### src/rtl/nco_pkg.sv
// ---------------------------------------------------------------------------
// nco_pkg
// Shared definitions for the NCO and its PWM DAC consumer.
//   OW_DEFAULT  : default sample width, shared by the NCO output and the DAC
//   pwm_state_t : PWM DAC control state (IDLE, RUN, DRAIN)
//   all_ones    : helper returning an OW-wide all-ones value (last count)
// ---------------------------------------------------------------------------
package nco_pkg;

    localparam int OW_DEFAULT = 7;

    typedef enum logic [1:0] {
        IDLE  = 2'd0,
        RUN   = 2'd1,
        DRAIN = 2'd2
    } pwm_state_t;

    // Terminal count of a w-bit counter, returned in a 32-bit container
    function automatic logic [31:0] all_ones(input int w);
        logic [31:0] v;
        v = 32'd0;
        for (int i = 0; i < w; i++) begin
            v[i] = 1'b1;
        end
        return v;
    endfunction

endpackage

### src/rtl/pwm_tick_gen.sv
// ---------------------------------------------------------------------------
// pwm_tick_gen
// Prescaler producing one PWM tick every DIV clocks while enabled.
//   i_clk   : system clock
//   i_rst_n : asynchronous active-low reset
//   i_en    : run enable; when low the prescaler is held at zero
//   o_tick  : high in the clock where the prescaler sits at DIV-1
// ---------------------------------------------------------------------------
module pwm_tick_gen #(
    parameter int DIV = 1
) (
    input  logic i_clk,
    input  logic i_rst_n,
    input  logic i_en,
    output logic o_tick
);

    localparam int          DW       = $clog2(DIV) + 1;
    localparam logic [DW-1:0] DIV_LAST = DW'(DIV - 1);

    logic [DW-1:0] div_r;

    // Prescaler counter: 0..DIV-1 while enabled, cleared otherwise
    always_ff @(posedge i_clk or negedge i_rst_n) begin
        if (!i_rst_n) begin
            div_r <= {DW{1'b0}};
        end else if (!i_en) begin
            div_r <= {DW{1'b0}};
        end else if (div_r == DIV_LAST) begin
            div_r <= {DW{1'b0}};
        end else begin
            div_r <= div_r + {{(DW-1){1'b0}}, 1'b1};
        end
    end

    // Gate with enable so DIV=1 does not tick while idle
    assign o_tick = i_en && (div_r == DIV_LAST);

endmodule

### src/rtl/pwm_dac.sv
// ---------------------------------------------------------------------------
// pwm_dac
// Converts an OW-bit unsigned NCO sample into a single-bit PWM stream and
// acts as the sample-rate master for the NCO.
//   i_clk   : system clock (posedge)
//   i_rst_n : asynchronous active-low reset
//   i_en    : run request, level sensitive
//   i_val   : NCO sample, latched only at period start
//   o_ce    : one-clock strobe per period start (drives NCO i_ce)
//   o_sync  : one-clock period-start marker, coincident with o_ce
//   o_pwm   : registered PWM output
//   o_busy  : high whenever the block is not idle
// Period = 2^OW * DIV clocks; high time = latched duty * DIV clocks.
// ---------------------------------------------------------------------------
module pwm_dac
    import nco_pkg::*;
#(
    parameter int OW  = OW_DEFAULT,
    parameter int DIV = 1
) (
    input  logic          i_clk,
    input  logic          i_rst_n,
    input  logic          i_en,
    input  logic [OW-1:0] i_val,
    output logic          o_ce,
    output logic          o_sync,
    output logic          o_pwm,
    output logic          o_busy
);

    localparam logic [OW-1:0] CNT_MAX = OW'(all_ones(OW));

    pwm_state_t    state_r, state_n;
    logic [OW-1:0] cnt_r, cnt_n;
    logic [OW-1:0] duty_r, duty_n;
    logic          ce_r, ce_n;
    logic          sync_r;
    logic          pwm_r;
    logic          busy_r;
    logic          tick_s;
    logic          boundary_s;
    logic          active_s;

    assign active_s = (state_r != IDLE);

    pwm_tick_gen #(
        .DIV (DIV)
    ) u_tick_gen (
        .i_clk   (i_clk),
        .i_rst_n (i_rst_n),
        .i_en    (active_s),
        .o_tick  (tick_s)
    );

    assign boundary_s = tick_s && (cnt_r == CNT_MAX);

    // Next-state, counter, duty latch and strobe decode
    always_comb begin
        state_n = state_r;
        duty_n  = duty_r;
        ce_n    = 1'b0;
        cnt_n   = tick_s ? (cnt_r + OW'(1)) : cnt_r;

        case (state_r)
            IDLE: begin
                if (i_en) begin
                    state_n = RUN;
                    cnt_n   = {OW{1'b0}};
                    duty_n  = i_val;
                    ce_n    = 1'b1;
                end else begin
                    state_n = IDLE;
                    cnt_n   = {OW{1'b0}};
                end
            end
            RUN, DRAIN: begin
                if (boundary_s) begin
                    // Counter wraps to 0 here; i_en at the boundary decides
                    // whether a new period starts or the block parks.
                    if (i_en) begin
                        state_n = RUN;
                        duty_n  = i_val;
                        ce_n    = 1'b1;
                    end else begin
                        state_n = IDLE;
                    end
                end else begin
                    if (i_en) begin
                        state_n = RUN;
                    end else begin
                        state_n = DRAIN;
                    end
                end
            end
            default: begin
                state_n = IDLE;
                cnt_n   = {OW{1'b0}};
            end
        endcase
    end

    // State, counter, latch and registered outputs
    always_ff @(posedge i_clk or negedge i_rst_n) begin
        if (!i_rst_n) begin
            state_r <= IDLE;
            cnt_r   <= {OW{1'b0}};
            duty_r  <= {OW{1'b0}};
            ce_r    <= 1'b0;
            sync_r  <= 1'b0;
            pwm_r   <= 1'b0;
            busy_r  <= 1'b0;
        end else begin
            state_r <= state_n;
            cnt_r   <= cnt_n;
            duty_r  <= duty_n;
            ce_r    <= ce_n;
            sync_r  <= ce_n;
            // Compare uses current registers, so o_pwm lags cnt_r by a clock
            pwm_r   <= active_s && (cnt_r < duty_r);
            busy_r  <= (state_n != IDLE);
        end
    end

    assign o_ce   = ce_r;
    assign o_sync = sync_r;
    assign o_pwm  = pwm_r;
    assign o_busy = busy_r;

endmodule

### config.mk
export PLATFORM = sky130hd
export DESIGN_NAME = pwm_dac
export DESIGN_NICKNAME = d
export VERILOG_FILES = /design/src/rtl/nco_pkg.sv /design/src/rtl/pwm_tick_gen.sv /design/src/rtl/pwm_dac.sv
export SDC_FILE = /design/constraint.sdc
export NUM_CORES = 1
export LEC_CHECK = 0
export ABC_CLOCK_PERIOD_IN_PS = 1570
export BUFFER_PORTS_ARGS = -buffer_cell sky130_fd_sc_hd__clkbuf_2
export CAP_MARGIN = 20
export CORE_MARGIN = 3
export CORE_UTILIZATION = 40
export DETAILED_ROUTE_END_ITERATION = 8
export SETUP_SLACK_MARGIN = 0.2
export SYNTH_ARGS = -nofsm -noshare
export SYNTH_HDL_FRONTEND = slang
export SYNTH_SLANG_ARGS = --single-unit
### constraint.sdc
create_clock -name i_clk -period 1.57 [get_ports i_clk]
set_input_delay 0.314 -clock i_clk [delete_from_list [all_inputs] [get_ports i_clk]]
set_output_delay 0.314 -clock i_clk [all_outputs]
set_load 0.01 [all_outputs]
==> results of run 1 <==
[what timing repair did]
| action | 4_1_cts | 5_1_grt |
|---|---|---|
| endpoints found under the hold margin | 19 | 0 |
| setup endpoints to repair | 11 | 17 |
| pin swaps | 10 | 9 |
| buffers inserted | 7 | 5 |
| hold buffers | 1 | 0 |
| gates resized for setup | 13 | 11 |
| gates cloned | 0 | 0 |
[flip-flops by register name (all words and copies together) (netlist names)]
name     flops
o_pwm        1
duty_r       7
state_r      2
cnt_r        7
o_sync       1
o_busy       1
[critical path, cell delays in order, from the launching register on]
cell and delay (ns):
dfrtp_1 0.39, inv_2 0.05, ha_4 0.16, buf_4 0.14, o21ai_2 0.16, nand2b_4 0.16
buf_12 0.13, mux2_4 0.30
[final cells by class]
type	count	area, sq um
clock buffers	4	26.3
fillers	189	881
inverters	8	30.0
multi-input cells	54	584
flip-flops and latches	19	479
well taps	28	35.0
repair buffers	37	283
[placed cells by master (no fill, tap or decap), types with 2 or more instances in the layout]
master,Yosys,final
dfrtp_1,19,16
buf_4,1,16
clkbuf_2,0,13
mux2_4,7,7
ha_1,9,6
buf_6,2,6
inv_1,8,5
and2_1,5,5
xnor2_1,5,4
inv_2,0,3
o21ai_0,4,3
ha_4,0,3
clkbuf_4,0,3
dfrtp_2,0,3
nand2_1,2,2
nand2b_1,3,2
nor2b_1,2,2
[per-layer routing]
metal | track usage, % | wire length [microns]
met2 | 22.9 | 1170
met3 | 5.06 | 81
met1 | 18.8 | 997
met4 | 3.05 | 14
met5 | 0 | 0
[stage by stage]
stage	setup WS (ns)	utilization [%]	hold slack, ns
2_1_floorplan	-0.0400	-	0.0184
3_3_place_gp	-0.0358	52.4	0.299
3_5_place_dp	-0.0657	52.4	0.304
4_1_cts	-0.0386	58.2	0.201
5_1_grt	-0.0855	62.0	0.227
6_report	-0.0310	62.0	0.238
[Yosys cell counts]
library cell,count
or3_1,1
a21boi_1,1
a41oi_1,1
nand3_1,2
dfrtp_1,19
ha_1,9
mux2i_1,1
xnor2_1,5
buf_6,2
o21ai_2,1
nand4b_4,1
and2_1,5
nor3_1,1
nor2_1,1
o21ai_0,4
a211o_2,1
o21bai_1,1
a21o_1,1
and4b_2,1
nand2_1,2
mux2_4,7
nand2b_1,3
nor2b_1,2
a21oi_1,1
inv_1,8
o31ai_1,1
buf_4,1
a211oi_1,1
[power groups by stage]
stage,Combinational (mW),Clock [mW],Sequential (mW)
detailed placement,1.31,0,0.763
finish,1.78,0.257,0.764
global route,1.90,0.291,0.785
floorplan,0.850,0,0.767
CTS,1.55,0.270,0.765
global placement,1.26,0,0.756
[kinds of logic (layout without fill, tap and decap cells)]
logic type | count (synthesis) | count (layout) | synth area share (%)
AO/OA/AOI/OAI | 13 | 13 | 8.77
XOR/XNOR | 5 | 5 | 4.26
adder cells (fa/ha/maj) | 9 | 9 | 11.0
buffers and inverters | 11 | 49 | 5.85
flip-flops | 19 | 19 | 46.3
multiplexers | 8 | 8 | 11.2
AND/OR/NAND/NOR | 19 | 19 | 12.7
[worst max-delay path by stage]
stage                              start                    end  slack [ns]
finish              state_r[1]$_DFF_PN0_  duty_r[3]$_DFFE_PN0P_       -0.03
global placement    state_r[1]$_DFF_PN0_  duty_r[5]$_DFFE_PN0P_       -0.04
CTS                 state_r[1]$_DFF_PN0_  duty_r[3]$_DFFE_PN0P_       -0.04
floorplan           state_r[1]$_DFF_PN0_  duty_r[0]$_DFFE_PN0P_       -0.04
detailed placement  state_r[1]$_DFF_PN0_  duty_r[3]$_DFFE_PN0P_       -0.07
global route        state_r[1]$_DFF_PN0_  duty_r[3]$_DFFE_PN0P_       -0.09
==> impl_results.md, run 1 <==
* GPL Wtd Cong at approximately 0.74
* Drt wl/cell at around 15 microns
* RSZ-0062 raised after global routing: yes
* Type of the worst min-delay path: in -> reg
* Initial antenna violation count at 0
* Peak VDD IR at around 1.2 mV
* Clk pin slew, worst setup/hold paths at between 0.1 and 0.15 ns
* Area leader, netlist: dfrtp_1
* Ports at 14
* Largest net degree at the start of global routing at 20
* Crit Path Max Fanout at 7
* Sink Count at 19
* Status: complete, but fails checks
* Leak at between 0.7 and 0.8 nW
* DRT Pass-1 Iters at 2
* RR Endpoint: duty_r[3]$_DFFE_PN0P_
* Failing checks: setup timing
* Dpl cells at 133
* Syn_nets at between 100 and 150
* Clk Latency, worst-skew pair at ~0.3 ns
* Min cycle time layout at roughly 1.6 ns
* Sw Ratio at 34.5%
* Cell Area, Placed at 1210 sq um
* Final wirelength at ~2300 microns
* First-iteration detailed-routing DRC count at 14
* Vias post-DR at about 730
* Final cell count without fillers at 150
* Fmax at roughly 620 MHz
* CTS Root Cell: clkbuf_4
* Synth Warn # at 0
* Number of global-route vias before repair at around 740
* Setup TNS at -0.200 ns
* Slew HR at 66.3%
* P&R area growth vs syn at 40.0%
* Largest cells by area after synthesis: dfrtp_1, ha_1, mux2_4, xnor2_1, and2_1
* Initial Util at around 44%
* Post-synthesis cell area at just over 1000 sq um
* CTS tree: yes
* Clock Skew at ~0.0083 ns
* Number of cell rows at 17
* DIE WIDTH at roughly 57 microns
* Die span in y at 56.7 microns
* Via-to-Cell Ratio at 4.87
* Slew Limit Fails at 0
* Worst setup path category: reg -> reg
* Final setup viols at 9
* Final worst slack at -0.0310 ns
* Syn Inst Count at between 80 and 90
* Max clock buf depth at 2
* Post-synth top area share at between 40 and 50%
* Cell area after layout at ~1400 sq um
* Buffers on Ports at 13
* Pwr Total at approximately 2.8 mW
* Sequential element share of the synthesized area at 46.3%
* Final HPWL DP at 1440 microns
* Synthesis-stage register bit count at 19
* Grt ovf at 0
* Hold path cells at 2
* Nets at around 140
* Max cap viols at 0
* Clock share of power at 9.2%
* Hold Fails Final Rpt at 0
* R2R cell count at 7
* Remaining antenna violation count at 0
* Reg2reg start: state_r[1]$_DFF_PN0_
* CP endpoint kind: register
* Gr usage total at between 10% and 20%
* Pint at approximately 1.8 mW
* Post-synthesis cell type count at 28
* Sw Pwr at 0.964 mW
* First-pass GRT wire length at 3530 microns
* Total clock buffers created by CTS at 3
* Arrival time worst endpoint at about 1.8 ns
* Syn_area_per_cell at between 10 and 15 sq um
* CP required at 1.76 ns
* Share of cells above drive strength 1 at a little over half
* Remaining DRCs at 0
* Flop2flop setup slack at -0.03 ns
* Combinational share of power at roughly 64%
* H-tree depth at 1
* Die ar. at around 3200 sq um
* Power Dens Cells at 1950 nW/um^2
* Tcrit/Tclk final at 102%
* Core ar. at ~2300 sq um
* Seq pwr share at roughly 27%
* Startpoint class of the critical path: register
* Hold EP: state_r[1]$_DFF_PN0_
* Ant diodes at 0
* HP Start: i_en
* Tightest Pin Transition at 0.506 ns
Note: power is estimated with default switching activity, not from simulation.
==> run 2, diff against run 1 <==
CELL_PAD_IN_SITES_DETAIL_PLACEMENT = 2   (was unset)
CELL_PAD_IN_SITES_GLOBAL_PLACEMENT = 2   (was unset)
CORE_MARGIN = 2   (was 3)
CORE_UTILIZATION = 33   (was 40)
PLACE_DENSITY_LB_ADDON = 0.1   (was unset)
SLEW_MARGIN = 20   (was unset)
==> run 2 against run 1 <==
Effect of this change: the run still ends with setup timing left; critical endpoint is now cnt_r[5]$_DFFE_PN0P_; largest cell class unchanged; critical path type unchanged; highest routed layer unchanged; largest power group unchanged; global-route usage is 1.3 points higher; combinational power is 10% lower; clock skew is 0.0018 ns lower.
==> impl_results.md, run 2 (same netlist as run 1, synthesis figures left out) <==
* Cell Area, Placed at roughly 1200 sq um
* First-pass GRT wire length at roughly 4000 microns
* Failing checks: setup timing
* Final setup viols at 8
* R2R cell count at 8
* CTS tree: yes
* Seq pwr share at ~29%
* Power Dens Cells at between 1500 and 2000 nW/um^2
* Most frequent cells in the layout: buf_4, dfrtp_1, clkbuf_2
* DIE WIDTH at 59.8 microns
* Final worst slack at -0.0425 ns
* Crit path top cell by count: buf_4
* Slew HR at approximately 66%
* Combinational share of power at 61.0%
* Share of cells above drive strength 1 at between 50% and 60%
* Final cell count without fillers at 152
* Largest net degree at the start of global routing at 20
* Total clock buffers created by CTS at 3
* Vias post-DR at 749
* Fmax at 620 MHz
* Min cycle time layout at between 1.5 and 2 ns
* Clock Skew at about 0.0065 ns
* CTS Root Cell: clkbuf_4
* Initial Util at between 30% and 40%
* Die span in y at around 60 microns
* Status: complete, but fails checks
* Max cap viols at 0
* H-tree depth at 1
* Gr usage total at 15.7%
* CP cell instances: inv_2 -> ha_4 -> buf_4 -> buf_4 -> and4b_2 -> nand3_2 -> xnor2_1 -> and2_1
* Peak VDD IR at around 0.69 mV
* Place WS at -0.119 ns
* Ant diodes at 0
* CP endpoint kind: register
* Grt ovf at 0
* Number of global-route vias before repair at roughly 820
* Die ar. at between 3000 and 4000 sq um
* Pint at approximately 1.7 mW
* Number of cell rows at 20
* Max clock buf depth at 2
* CP max stage cell: dfrtp_1
* RSZ-0062 raised after global routing: yes
* Clk Latency, worst-skew pair at ~0.30 ns
* Tightest Pin Transition at between 0.5 and 0.6 ns
* Final wirelength at approximately 2400 microns
* Hold path cells at 2
* Hold Fails Final Rpt at 0
* Startpoint class of the critical path: register
* Dpl cells at 137
* Type of the worst min-delay path: in -> reg
* Most common cell after layout, fill and taps aside: buf_4
* Arrival time worst endpoint at around 1.8 ns
* Sw Ratio at 34.0%
* CP required at 1.77 ns
* Nets at about 140
* Clk pin slew, worst setup/hold paths at 0.12 ns
* Slew Limit Fails at 0
* Clock share of power at between 9 and 10%
* GPL Wtd Cong at between 0.7 and 0.8
* Remaining antenna violation count at 0
* Initial antenna violation count at 0
* Sw Pwr at between 0.8 and 0.9 mW
* DRT Pass-1 Iters at 2
* CP max stage delay at ~0.38 ns
* Buffers on Ports at 13
* Final core occ at a little under half
* First-iteration detailed-routing DRC count at 4
* Final HPWL DP at ~1800 microns
* Cell area after layout at between 1000 and 1500 sq um
* Leak at 0.717 nW
* Worst Hold Slack at 0.217 ns
* Drt wl/cell at about 16 microns
* Crit Path Max Fanout at 4
* Largest registers: cnt_r (7), duty_r (7), state_r (2)
* Worst setup path category: reg -> reg
* P&R area growth vs syn at 35.8%
* Via-to-Cell Ratio at between 4 and 5
* Remaining DRCs at 0
* Sink Count at 19
* Ports at 14
* Tcrit/Tclk final at 103%
* Core ar. at approximately 3000 sq um
## run 2: area by class of cell
type                            count  area (sq um)
Fill cell                         310          1610
Multi-Input combinational cell     54           568
Sequential cell                    19           480
Inverter                            8          30.0
Clock buffer                        4          26.3
Tap cell                           33          41.3
Timing Repair Buffer               34           249
## run 2: power groups by stage
stage	combinational [mW]	sequential, mW	clock, mW
3_3_place_gp	1.25	0.765	0
5_1_grt	1.76	0.785	0.290
2_1_floorplan	0.850	0.767	0
3_5_place_dp	1.31	0.774	0
4_1_cts	1.52	0.767	0.278
6_report	1.60	0.764	0.261
## run 2: final timing paths
kind / from / end / slack [ns]
worst max register to register: state_r[1]$_DFF_PN0_ / cnt_r[5]$_DFFE_PN0P_ / -0.04
worst max-delay path: state_r[1]$_DFF_PN0_ / cnt_r[5]$_DFFE_PN0P_ / -0.04
min in group asynchronous: i_rst_n / state_r[1]$_DFF_PN0_ / 0.49
max in group asynchronous: i_rst_n / cnt_r[3]$_DFFE_PN0P_ / 0.70
worst min register to register: duty_r[1]$_DFFE_PN0P_ / duty_r[1]$_DFFE_PN0P_ / 0.53
worst min-delay path: i_en / state_r[1]$_DFF_PN0_ / 0.22
## run 2: repair_timing
action / 4_1_cts / 5_1_grt
pin swaps: 11 / 5
setup buffers: 8 / 2
setup endpoints to repair: 12 / 17
endpoints found under the hold margin: 19 / 0
resized for setup: 10 / 9
hold buffers: 1 / 0
## run 2: routing by layer
layer | track usage, % | wire length, microns | vias up
met5 | 0 | 0 | -
met4 | 7.62 | 31 | 0
met3 | 1.95 | 60 | 2
met2 | 27.2 | 1290 | 8
met1 | 19.1 | 1030 | 381
li1 | - | - | 358
## run 2: per-stage QoR
stage               setup TNS, ns  total power, mW
floorplan                  -0.280             1.62
global placement           -0.372             2.02
detailed placement         -0.777             2.08
CTS                        -0.465             2.57
global route               -0.955             2.83
finish                     -0.251             2.63
## run 2: worst max-delay path: cells and delay by family, from the launching register on
family | cells | cell delay [ns]
xor+xnor | 1 | 0.12
flops | 1 | 0.38
buf+inv | 3 | 0.31
fa+ha+maj | 1 | 0.16
simple gates | 3 | 0.55
